`src/rtl/mem_ctrl_pkg.sv`:
```
// Shared encodings and default sizes for the memory-read controller.
package mem_ctrl_pkg;

    typedef enum logic [1:0] {
        S_IDLE = 2'b00,
        S_WAIT = 2'b01,
        S_DONE = 2'b10
    } state_e;

    localparam int DATA_W_DEF  = 32;
    localparam int ADDR_W_DEF  = 9;
    localparam int TIMEOUT_DEF = 15;

endpackage

```
`src/rtl/mem_read_ctrl_if.sv`:
```
// Memory-side read bus: the controller is the master, the memory model/array the slave.
interface mem_read_ctrl_if #(
    parameter int ADDR_W = mem_ctrl_pkg::ADDR_W_DEF,
    parameter int DATA_W = mem_ctrl_pkg::DATA_W_DEF
);
    logic [ADDR_W-1:0] mem_addr;
    logic              mem_rd;
    logic              mem_ack;
    logic [DATA_W-1:0] mem_data;

    modport master (output mem_addr, output mem_rd, input mem_ack, input mem_data);
    modport slave  (input mem_addr, input mem_rd, output mem_ack, output mem_data);
endinterface

```
`src/rtl/read_timeout_counter.sv`:
```
// Counts WAIT cycles without ack; tc marks the TERM-th such cycle, so the
// controller gives up on the edge that closes it.
module read_timeout_counter #(
    parameter int TERM = mem_ctrl_pkg::TIMEOUT_DEF
) (
    input  logic clk,
    input  logic clr,
    input  logic restart,
    input  logic en,
    output logic tc
);
    localparam int CW = $clog2(TERM + 1);

    logic [CW-1:0] cnt_q, cnt_d;

    assign tc = (cnt_q == CW'(TERM - 1));

    always_comb begin
        cnt_d = cnt_q;
        if (restart)        cnt_d = '0;
        else if (en && !tc) cnt_d = cnt_q + 1'b1;
    end

    always_ff @(posedge clk or negedge clr) begin
        if (!clr) cnt_q <= '0;
        else      cnt_q <= cnt_d;
    end
endmodule

```
`src/rtl/mem_read_ctrl.sv`:
```
// Memory-read controller: latch address on start, hold mem_rd until ack, capture word into Q.
// Optional WAIT timeout with sticky err is compiled in by defining MEM_READ_TIMEOUT_EN.
module mem_read_ctrl
    import mem_ctrl_pkg::*;
#(
    parameter int DATA_W  = DATA_W_DEF,
    parameter int ADDR_W  = ADDR_W_DEF,
    parameter int TIMEOUT = TIMEOUT_DEF
) (
    input  logic              clk,
    input  logic              clr,
    input  logic              start,
    input  logic [ADDR_W-1:0] addr_in,
    mem_read_ctrl_if.master   mem,
    output logic [DATA_W-1:0] Q,
    output logic              busy,
    output logic              done,
    output logic              err
);
    state_e            state_q, state_d;
    logic [ADDR_W-1:0] addr_q, addr_d;
    logic [DATA_W-1:0] q_q, q_d;
    logic              err_q, err_d;
    logic              tmo;

`ifdef MEM_READ_TIMEOUT_EN
    // Any start seen outside WAIT is accepted and begins a fresh WAIT window.
    read_timeout_counter #(.TERM(TIMEOUT)) u_tmo (
        .clk     (clk),
        .clr     (clr),
        .restart (start && (state_q != S_WAIT)),
        .en      ((state_q == S_WAIT) && !mem.mem_ack),
        .tc      (tmo)
    );
`else
    assign tmo = 1'b0;
`endif

    always_comb begin
        state_d = state_q;
        addr_d  = addr_q;
        q_d     = q_q;
        err_d   = err_q;
        case (state_q)
            S_IDLE: begin
                if (start) begin
                    addr_d  = addr_in;
                    err_d   = 1'b0;
                    state_d = S_WAIT;
                end
            end
            S_WAIT: begin
                // ack wins over a coincident timeout
                if (mem.mem_ack) begin
                    q_d     = mem.mem_data;
                    state_d = S_DONE;
                end else if (tmo) begin
                    err_d   = 1'b1;
                    state_d = S_DONE;
                end
            end
            S_DONE: begin
                if (start) begin
                    addr_d  = addr_in;
                    err_d   = 1'b0;
                    state_d = S_WAIT;
                end else begin
                    state_d = S_IDLE;
                end
            end
            default: state_d = S_IDLE;
        endcase
    end

    always_ff @(posedge clk or negedge clr) begin
        if (!clr) begin
            state_q <= S_IDLE;
            addr_q  <= '0;
            q_q     <= '0;
            err_q   <= 1'b0;
        end else begin
            state_q <= state_d;
            addr_q  <= addr_d;
            q_q     <= q_d;
            err_q   <= err_d;
        end
    end

    // Outputs are straight from registers or state decode.
    assign mem.mem_addr = addr_q;
    assign mem.mem_rd   = (state_q == S_WAIT);
    assign busy         = (state_q != S_IDLE);
    assign done         = (state_q == S_DONE);
    assign Q            = q_q;
    assign err          = err_q;
endmodule
```
`src/flat_wrapper.sv`:
```
// flat-port wrapper written by rule: the top's interface ports become plain ports
module mem_read_ctrl_flat import mem_ctrl_pkg::*;
#(
    parameter int DATA_W  = DATA_W_DEF,
    parameter int ADDR_W  = ADDR_W_DEF,
    parameter int TIMEOUT = TIMEOUT_DEF
)
  (clk, clr, start, addr_in, Q, busy, done, err, mem_mem_addr, mem_mem_rd, mem_mem_ack, mem_mem_data);
  mem_read_ctrl_if #(.ADDR_W(ADDR_W), .DATA_W(DATA_W)) mem_i ();
  input  logic clk;
  input  logic clr;
  input  logic start;
  input  logic [ADDR_W-1:0] addr_in;
  output logic [DATA_W-1:0] Q;
  output logic busy;
  output logic done;
  output logic err;
  output wire logic [$bits(mem_i.mem_addr)-1:0] mem_mem_addr;
  output wire logic [$bits(mem_i.mem_rd)-1:0] mem_mem_rd;
  input wire logic [$bits(mem_i.mem_ack)-1:0] mem_mem_ack;
  input wire logic [$bits(mem_i.mem_data)-1:0] mem_mem_data;
  assign mem_mem_addr = mem_i.mem_addr;
  assign mem_mem_rd = mem_i.mem_rd;
  assign mem_i.mem_ack = mem_mem_ack;
  assign mem_i.mem_data = mem_mem_data;
  mem_read_ctrl #(.DATA_W(DATA_W), .ADDR_W(ADDR_W), .TIMEOUT(TIMEOUT)) u_core (.clk(clk), .clr(clr), .start(start), .addr_in(addr_in), .mem(mem_i), .Q(Q), .busy(busy), .done(done), .err(err));
endmodule
```
`config.mk`:
```
export PLATFORM = sky130hd
export DESIGN_NAME = mem_read_ctrl_flat
export DESIGN_NICKNAME = d
export VERILOG_FILES = /design/src/rtl/mem_ctrl_pkg.sv /design/src/rtl/mem_read_ctrl_if.sv /design/src/rtl/read_timeout_counter.sv /design/src/rtl/mem_read_ctrl.sv /design/src/flat_wrapper.sv
export SDC_FILE = /design/constraint.sdc
export NUM_CORES = 1
export LEC_CHECK = 0
export CORE_MARGIN = 2
export CORE_UTILIZATION = 30
export CTS_CLUSTER_DIAMETER = 30
export DETAILED_ROUTE_END_ITERATION = 6
export DONT_BUFFER_PORTS = 1
export PLACE_DENSITY_LB_ADDON = 0.2
export RECOVER_POWER = 50
export SLEW_MARGIN = 20
export SYNTH_ARGS = -nofsm -noshare
export SYNTH_HDL_FRONTEND = slang
export SYNTH_HIERARCHICAL = 1
export SYNTH_SLANG_ARGS = --single-unit
```
`constraint.sdc`:
```
create_clock -name clk -period 2.4 [get_ports clk]
set_input_delay 0.48 -clock clk [delete_from_list [all_inputs] [get_ports clk]]
set_output_delay 0.48 -clock clk [all_outputs]
set_load 0.005 [all_outputs]
```
==> run metrics <==
Clock power frac=21.2%; Die H=80.5 µm; DRT iter0 DRCs=5; clk_skew=0.00966 ns; Worst-Skew Late Latency=0.29 ns; Tmin final=1.63 ns; share of the synthesized area in the top cell type=61.3%; main area contributors after synthesis=dfrtp_1 (61%), mux2_4 (25%), mux2_2 (7.7%); worst reg-to-reg path cell count=2; TritonCTS Buffers=5; gpl congestion=0.661; P_sw=0.543 mW; WP data required=2.58 ns; Syn. warnings=6; Mapped Cells=98; Worst-path clk slew=0.08 ns; Seq pwr share=57.5%; max-slew violations=0; crit-path max FO=10; vias=807; cell taking the most area after synthesis=dfrtp_1; final hold violations=0; crit path kind=reg -> reg; worst-margin pin slew=0.795 ns; H-tree Lvls=2; RSZ-0062 raised after global routing=no; Max Freq=614 MHz; Max-cap violations=0; status=completed; vias in the first global route=957; Wirelength per Cell=18.6 µm; syn_nets=143; CP arrival=1.80 ns; post-route ant nets=0; Lkg Pwr=0.921 nW; Post-CTS Setup Bufs=0; die area=6480 µm²; DP Cell Count=165; reg-to-reg startpoint=u_core/state_q[0]; Sink Count=43; Sw Ratio=26.9%; total track usage=10.5%; Worst setup SP type=flip-flop; Congestion Overflow GR=0; first-pass GRT wire length=5020 µm; met1 Track Usage GR=10.7%; Core ar.=5570 µm²; post-synthesis average cell area=17.9 µm²; R2R Path End=u_core/mem.mem_addr[0]; initial antenna violation count=0; HPWL Detailed=2300 µm; Hold Path Class=in -> async; diode count=0; Setup Viol. Count Final=0; final setup TNS=0 ns; combinational share of power=21.3%; area grow syn2layout=8.26%; IO Pins=90; routed vias/inst=4.64; post-synthesis cell area=1760 µm²; drt first pass iters=4; Int Power=1.48 mW; chip width=80.5 µm; CTS tree=done; final period utilization=67.8%; routed wire length=3240 µm; met3 usage=4.61%; met2 Usage GRT=18.0%; Reg2Reg Setup Slack=0.77 ns; Port Buf Inserts=0; row cnt=27; pin count of the biggest net entering global routing=44; Setup crit end kind=flip-flop; Initial Utilization=31.5%; Slew HR=46.9%; drt drc=0; Max VDD drop=0.279 mV; sequential fraction of the synthesis area=61.3%; maximum clock insertion buffer count=2; non-filler cells, final=174; Clock Root Buffer=clkbuf_8; PD cells=1060 nW/µm²; share of layout cells above drive strength 1=49.0%; Filler Cells Inserted=554; FF+latch count, synth=43; Netlist cell types=12; NumNets Final=146; grt peak-use layer=met2
-- worst max-delay path, cell delays in order, from the launching register on --
cell	delay, ns
dfrtp_1	0.45
nor2b_1	0.65
mux2_2	0.41
-- per-layer routing --
metal / share of wire, % / wire [µm] / up-vias
li1: - / - / 335
met1: 35 / 1130 / 415
met2: 53 / 1700 / 52
met3: 10 / 333 / 5
met4: 2.2 / 71 / 0
met5: 0 / 0 / -
-- kinds of logic (layout without fill, tap and decap cells) --
family                 count (synthesis)  after routing  share of synthesized area [%]
buffers and inverters                  7             11                           3.06
AND/OR/NAND/NOR                        5              5                           2.56
multiplexers                          41             41                           32.5
AO/OA/AOI/OAI                          1              1                          0.428
flip-flops                            43             43                           61.3
other                                  1              1                          0.213
-- cells in the mapped netlist (all sizes together) --
cell / instances
buf: 5
conb: 1
nand3b: 1
or2: 1
mux2: 41
dfrtp: 43
a21o: 1
nor2b: 3
inv: 2
-- worst max-delay path by stage --
stage,start,end,slack [ns],cells after the start
after floorplan,start,u_core/mem.mem_addr[0],1.16,3
after global placement,start,u_core/mem.mem_addr[0],0.80,2
after detailed placement,start,u_core/mem.mem_addr[5],0.74,2
after CTS,u_core/state_q[0],u_core/mem.mem_addr[5],0.76,2
after global routing,u_core/state_q[0],u_core/mem.mem_addr[5],0.69,2
final,u_core/state_q[0],u_core/mem.mem_addr[0],0.77,2
-- state kept, by name, summed over array words and instances (netlist names) --
register / flops
u_core/Q: 32
u_core/state_q: 2
u_core/mem.mem_addr: 9
-- layout make-up --
cell class | instances | area (µm²) | area share, %
Sequential cell | 43 | 1080 | 56.6
Clock inverter | 1 | 5.00 | 0.263
Inverter | 2 | 7.51 | 0.395
Timing Repair Buffer | 1 | 20.0 | 1.05
Tap cell | 72 | 90.1 | 4.74
Multi-Input combinational cell | 48 | 627 | 33.0
Clock buffer | 7 | 76.3 | 4.01
-- per-stage QoR --
step | instance area (µm²) | setup slack (ns) | hold WS [ns] | power, mW | util [%]
global route | 1900 | 0.685 | 0.0248 | 2.16 | 34.1
floorplan | 1760 | 1.16 | 0.184 | 1.51 | -
CTS | 1900 | 0.759 | 0.0306 | 2.07 | 34.1
global placement | 1800 | 0.798 | 0.185 | 1.58 | 32.3
detailed placement | 1800 | 0.737 | 0.185 | 1.60 | 32.3
finish | 1900 | 0.772 | 0.0327 | 2.02 | 34.1
-- cells in the final DEF, fill, tap and decap left out --
cell / instances
mux2_2: 12
clkbuf_8: 5
nand3b_4: 1
a21o_1: 1
nor2b_1: 3
inv_1: 2
clkinv_2: 1
or2_2: 1
clkbuf_1: 2
mux2_4: 29
buf_12: 1
conb_1: 1
dfrtp_1: 43
-- what timing repair did --
item                                   4_1_cts  5_1_grt
hold buffers                                 1        0
resized for setup                            0        0
endpoints found under the hold margin       43        0
-- power groups by stage --
stage / Sequential [mW] / Combinational, mW / Clock (mW)
final: 1.16 / 0.431 / 0.429
after floorplan: 1.12 / 0.391 / 0
after CTS: 1.17 / 0.439 / 0.456
after global routing: 1.20 / 0.467 / 0.492
after global placement: 1.18 / 0.401 / 0
after detailed placement: 1.18 / 0.419 / 0
No activity file was read; power rests on OpenSTA's default activity.
